## config.mk

```make
export PLATFORM = sky130hd
export DESIGN_NAME = ahb_lite_interconnect
export DESIGN_NICKNAME = d
export VERILOG_FILES = /design/src/rtl/ahb_bus_pkg.sv /design/src/rtl/ahb_default_slave.sv /design/src/rtl/ahb_lite_interconnect.sv
export SDC_FILE = /design/constraint.sdc
export NUM_CORES = 1
export LEC_CHECK = 0
export ABC_AREA = 1
export ABC_CLOCK_PERIOD_IN_PS = 1910
export CORE_MARGIN = 2
export CORE_UTILIZATION = 29
export DETAILED_ROUTE_END_ITERATION = 10
export HOLD_SLACK_MARGIN = 0.08
export PLACE_DENSITY_LB_ADDON = 0.1
export SYNTH_ARGS = -nofsm -noshare
export SYNTH_HDL_FRONTEND = slang
export SYNTH_SLANG_ARGS = --single-unit
```

## constraint.sdc

```tcl
create_clock -name HCLK -period 1.91 [get_ports HCLK]
set_input_delay 0.573 -clock HCLK [delete_from_list [all_inputs] [get_ports HCLK]]
set_output_delay 0.573 -clock HCLK [all_outputs]
set_load 0.1 [all_outputs]
```

## src/rtl/ahb_bus_pkg.sv

```systemverilog
// Shared AHB-Lite bus definitions for the Cortex-M0 subsystem:
// transfer encodings, slave index map, region bounds and default-slave states.
package ahb_bus_pkg;

    localparam logic [1:0] HTRANS_IDLE   = 2'b00;
    localparam logic [1:0] HTRANS_BUSY   = 2'b01;
    localparam logic [1:0] HTRANS_NONSEQ = 2'b10;
    localparam logic [1:0] HTRANS_SEQ    = 2'b11;

    // Slave index order is fixed; HSEL_S bit i and HRDATA_S lane i follow it.
    typedef enum logic [2:0] {
        SEL_ROM     = 3'd0,
        SEL_RAM     = 3'd1,
        SEL_GPIO    = 3'd2,
        SEL_TIMER   = 3'd3,
        SEL_DEFAULT = 3'd4
    } slave_sel_e;

    // Inclusive region bounds.
    localparam logic [31:0] ROM_BASE    = 32'h0000_0000;
    localparam logic [31:0] ROM_LIMIT   = 32'h0000_FFFF;
    localparam logic [31:0] RAM_BASE    = 32'h2000_0000;
    localparam logic [31:0] RAM_LIMIT   = 32'h2000_FFFF;
    localparam logic [31:0] GPIO_BASE   = 32'h4000_0000;
    localparam logic [31:0] GPIO_LIMIT  = 32'h4000_0FFF;
    localparam logic [31:0] TIMER_BASE  = 32'h4000_1000;
    localparam logic [31:0] TIMER_LIMIT = 32'h4000_1FFF;

    typedef enum logic [1:0] {
        D_IDLE = 2'd0,
        D_ERR1 = 2'd1,
        D_ERR2 = 2'd2
    } dflt_state_e;

endpackage

```

## src/rtl/ahb_default_slave.sv

```systemverilog
// Default slave: answers active transfers to unmapped addresses with the
// two-cycle AHB ERROR response, and idle/busy ones with a zero-wait OKAY.
module ahb_default_slave
    import ahb_bus_pkg::*;
(
    input  logic clk,
    input  logic rst,
    input  logic hready,
    input  logic start,
    output logic ready,
    output logic resp
);

    dflt_state_e state;
    dflt_state_e next_state;

    // State register; reset abandons any ERROR sequence in progress.
    always_ff @(posedge clk or posedge rst) begin
        if (rst) begin
            state <= D_IDLE;
        end else begin
            state <= next_state;
        end
    end

    // An accepted active unmapped address phase starts (or restarts) the error pair.
    always_comb begin
        next_state = state;
        case (state)
            D_IDLE: begin
                if (hready && start) begin
                    next_state = D_ERR1;
                end
            end
            D_ERR1: begin
                next_state = D_ERR2;
            end
            D_ERR2: begin
                if (hready && start) begin
                    next_state = D_ERR1;
                end else begin
                    next_state = D_IDLE;
                end
            end
            default: begin
                next_state = D_IDLE;
            end
        endcase
    end

    // First error cycle stalls the master, second completes with ERROR.
    always_comb begin
        ready = 1'b1;
        resp  = 1'b0;
        case (state)
            D_ERR1: begin
                ready = 1'b0;
                resp  = 1'b1;
            end
            D_ERR2: begin
                ready = 1'b1;
                resp  = 1'b1;
            end
            default: begin
                ready = 1'b1;
                resp  = 1'b0;
            end
        endcase
    end

endmodule

```

## src/rtl/ahb_lite_interconnect.sv

```systemverilog
// Single-master AHB-Lite decoder and response multiplexer: combinational
// address decode, registered data-phase select/address, default slave.
module ahb_lite_interconnect
    import ahb_bus_pkg::*;
#(
    parameter int NSLAVES = 4,
    parameter int DW      = 32,
    parameter int AW      = 32
) (
    input  logic                  HCLK,
    input  logic                  HRESET,
    input  logic [AW-1:0]         HADDR,
    input  logic [1:0]            HTRANS,
    output logic [NSLAVES-1:0]    HSEL_S,
    output logic [AW-1:0]         HADDR_DP,
    input  logic [NSLAVES*DW-1:0] HRDATA_S,
    input  logic [NSLAVES-1:0]    HREADYOUT_S,
    input  logic [NSLAVES-1:0]    HRESP_S,
    output logic [DW-1:0]         HRDATA,
    output logic                  HREADY,
    output logic                  HRESP
);

    slave_sel_e addr_sel;
    slave_sel_e sel_dp;
    logic       act_dp;
    logic       xfer_active;
    logic       unmapped_active;
    logic       dflt_ready;
    logic       dflt_resp;

    function automatic logic in_region(input logic [AW-1:0] a,
                                       input logic [AW-1:0] base,
                                       input logic [AW-1:0] limit);
        return (a >= base) && (a <= limit);
    endfunction

    // Address-phase decode; slave select ignores HTRANS, slaves qualify it themselves.
    always_comb begin
        addr_sel = SEL_DEFAULT;
        if (in_region(HADDR, AW'(ROM_BASE), AW'(ROM_LIMIT))) begin
            addr_sel = SEL_ROM;
        end else if (in_region(HADDR, AW'(RAM_BASE), AW'(RAM_LIMIT))) begin
            addr_sel = SEL_RAM;
        end else if (in_region(HADDR, AW'(GPIO_BASE), AW'(GPIO_LIMIT))) begin
            addr_sel = SEL_GPIO;
        end else if (in_region(HADDR, AW'(TIMER_BASE), AW'(TIMER_LIMIT))) begin
            addr_sel = SEL_TIMER;
        end
        HSEL_S = '0;
        for (int i = 0; i < NSLAVES; i++) begin
            HSEL_S[i] = (int'(addr_sel) == i);
        end
    end

    assign xfer_active     = (HTRANS == HTRANS_NONSEQ) || (HTRANS == HTRANS_SEQ);
    assign unmapped_active = (addr_sel == SEL_DEFAULT) && xfer_active;

    // Data-phase registers advance only when the bus is ready; a stall holds them.
    always_ff @(posedge HCLK or posedge HRESET) begin
        if (HRESET) begin
            sel_dp   <= SEL_DEFAULT;
            act_dp   <= 1'b0;
            HADDR_DP <= '0;
        end else if (HREADY) begin
            sel_dp   <= addr_sel;
            act_dp   <= xfer_active;
            HADDR_DP <= HADDR;
        end
    end

    ahb_default_slave u_default_slave (
        .clk    (HCLK),
        .rst    (HRESET),
        .hready (HREADY),
        .start  (unmapped_active),
        .ready  (dflt_ready),
        .resp   (dflt_resp)
    );

    // Response mux keyed by the registered data-phase select; the default
    // slave only ever reports ERROR against an active data phase.
    always_comb begin
        HRDATA = '0;
        HREADY = dflt_ready;
        HRESP  = dflt_resp & act_dp;
        for (int i = 0; i < NSLAVES; i++) begin
            if (int'(sel_dp) == i) begin
                HRDATA = HRDATA_S[i*DW +: DW];
                HREADY = HREADYOUT_S[i];
                HRESP  = HRESP_S[i];
            end
        end
    end

endmodule

```

==> results.toml <==
[status]
status = "finished with violations"
violations = "negative setup slack"

[timing]
tightestPinTransition_ns = 0.325
max_slew_margin_pct = 78.1
rsz0062_at_grt = "yes"
holdWs_ns = 0.488
max_freq_ghz = 0.411
worst_slack_ns = -0.524
fin_skew_ns = 0.00616
drv_slew = 0
setup_viol = 70
fin_crit_ns = 2.43
fin_crit_sh_pct = 127
hold_violations = 0

[global_routing]
busiest_layer = "met2"
grt_util_met1_pct = 28.4
grt_max_degree = 39
use_met2_pct = 50.0
grt_pass1_vias = 4302
grt_first_pass_wirelength_um = 21500
use_met3_pct = 8.70
antenna_found_initial = 0
grt_util_all_layers_pct = 26.8
grt_overflow = 0

[synth]
post_synth.cell_area_avg_um2 = 6.55
synth_cells = 411
synth-compound-area-share_pct = 13.8
yosysUniqueCellTypes = 24
yosys_warnings = 0
synthesis.area_um2 = 2690
ys_seq_elements = 38
synthMuxAreaShare_pct = 0
syn_nets = 588
synthAdderAreaFrac_pct = 2.33
synth_seq_area_share_pct = 35.4
synthXorXnorAreaFrac_pct = 0
synth_top_family_by_area = "simple AND/OR/NAND/NOR gates"
yosys.area_share.simple_pct = 37.5

[route]
first_iter_violations = 178
vias = 4169
antenna_left = 0
drt-total-wl_um = 15800
avgViaCountPerCell = 5.06
dr.pass1.iters = 4
remaining_drc_errors = 0
avgRoutedWirePerCell_um = 19.1

[floorplanning]
ios = 242
die_x_um = 100
die_h_um = 100
core_area_um2 = 9110
die_area_um2 = 10100
rows = 35
start_util_pct = 29.5

[clocking]
clk_pin_slew_ns = 0.08
clock_path_buffers = 2
numCtsBuffers = 5
h-tree-depth = 2
cts_sinks = 38
clkLatencyLatePin_ns = 0.29
clockRootBuffer = "clkbuf_8"
cts_tree = "built"

[power]
p_total_w = 0.0165
p_leak_nw = 3.40
ir_drop_uv = 1800
p_per_area_nw_per_um2 = 2130

[finish]
finalInstanceArea_um2 = 7750
layout_commonest_cell = "clkdlybuf4s50_1"
most-common-layout-cells = "clkdlybuf4s50_1, nand2_1, buf_12"
final_core_util_pct = 85.1
final_nets = 889
synthToLayoutAreaGrowth_pct = 188
drive_gt1_share_pct = 42.6
diodes = 0

[worst_setup_path]
crit_path_start_kind = "register"
cp_max_fo = 4
cp.required_ns = 1.34
path_class = "register to output port"
cp_slowest_stage_delay_ns = 0.60
crit_chain = "buf_6 -> inv_4 -> nand3_4 -> nor2_1 -> a311o_1 -> a21oi_4 -> buf_12"
arrival_ns = 1.86
cp-end-kind = "output port"
critPathSlowestCell = "dfstp_2"

[placed_design]
dp_hpwl_um = 10700
place_congestion = 0.800
place_ws_ns = -0.671
place_area_um2 = 6980
portBuffers = 240

[hold_path]
hp-class = "primary input to register"

[run]
cap_violations = 0
-- cells by family (layout without fill, tap and decap cells) --
family / after synthesis / after routing
flops: 38 / 38
simple gates: 246 / 246
buf+inv: 74 / 376
fa+ha+maj: 5 / 5
compound gates: 48 / 48
-- per-stage QoR --
step | instances | TNS [ns]
6_report | 824 | -18.78
4_1_cts | 817 | -16.21
2_1_floorplan | 411 | -7.48
5_1_grt | 824 | -24.79
3_3_place_gp | 786 | -19.03
3_5_place_dp | 786 | -22.41
-- final cells by class --
class                           instances  area, µm²
Fill cell                             477       1360
Inverter                               50        211
Tap cell                              111        139
Sequential cell                        38        953
Timing Repair Buffer                  318       3930
Clock buffer                            6       82.6
Multi-Input combinational cell        299       2420
Clock inverter                          2       12.5
-- power by group --
group          total [W]  leakage (nW)  internal [W]  switching (W)
logic             0.0141          2.89       0.00555        0.00858
registers        0.00177         0.457       0.00123       0.000533
clock network   0.000597        0.0472      0.000290       0.000307
-- flip-flops by register name (all words and copies together) (netlist names) --
name,count
act_dp,1
HADDR_DP,32
u_default_slave.state,2
sel_dp,3
-- metal layers --
metal | up-vias | wire length, µm
li1 | 1940 | -
met1 | 2019 | 5340
met2 | 176 | 8620
met3 | 34 | 1280
met4 | 0 | 535
met5 | - | 0
-- path summary, 6_finish.rpt --
| path | startpoint | to | slack, ns | cells past startpoint |
|---|---|---|---|---|
| min in group asynchronous | HRESET | HADDR_DP[3] | 0.68 | 3 |
| setup / recovery | sel_dp[2] | HRESP | -0.52 | 7 |
| setup reg to reg | sel_dp[2] | HADDR_DP[23] | -0.12 | 14 |
| hold reg to reg | act_dp | act_dp | 0.51 | 2 |
| hold / removal | HADDR[19] | HADDR_DP[19] | 0.49 | 3 |
| max in group asynchronous | HRESET | sel_dp[2] | 0.97 | 3 |
-- cells in the mapped netlist --
| library cell | instances | area share (%) |
|---|---|---|
| buf_2 | 8 | 1.5 |
| o21ai_0 | 3 | 0.56 |
| o2111ai_1 | 32 | 10 |
| nand4_1 | 2 | 0.47 |
| ha_1 | 5 | 2.3 |
| a21oi_2 | 1 | 0.33 |
| dfrtp_1 | 37 | 34 |
| nor3_2 | 3 | 1.1 |
| nor4_1 | 1 | 0.23 |
| o21ai_1 | 6 | 1.1 |
| nor2_1 | 22 | 3.1 |
| a21oi_1 | 4 | 0.74 |
| inv_1 | 48 | 6.7 |
| nand3_1 | 42 | 7.8 |
| nand2_2 | 1 | 0.23 |
| nor3_1 | 1 | 0.19 |
| a311o_1 | 1 | 0.37 |
| buf_6 | 1 | 0.42 |
| a211oi_1 | 1 | 0.28 |
| nand2_1 | 173 | 24 |
| dfstp_2 | 1 | 0.98 |
| inv_2 | 2 | 0.28 |
| clkbuf_1 | 15 | 2.1 |
| nor2_2 | 1 | 0.23 |
-- worst max-delay path, delay by kind of cell, from the launching register on --
family                 cells  cell delay (ns)
DFF                        1             0.60
buffers and inverters      3             0.36
and+or+nand+nor            2             0.14
AOI/OAI and AO/OA          2             0.47
-- repair_timing --
| item | in CTS | in global routing |
|---|---|---|
| endpoints found under the hold margin | 0 | 0 |
| buffers inserted | 22 | 6 |
| gates resized for setup | 124 | 86 |
| pin swaps | 30 | 35 |
| setup endpoints to repair | 76 | 76 |
| cloned | 2 | 3 |
| hold buffers | 0 | 0 |
Note: power is estimated with default switching activity, not from simulation.
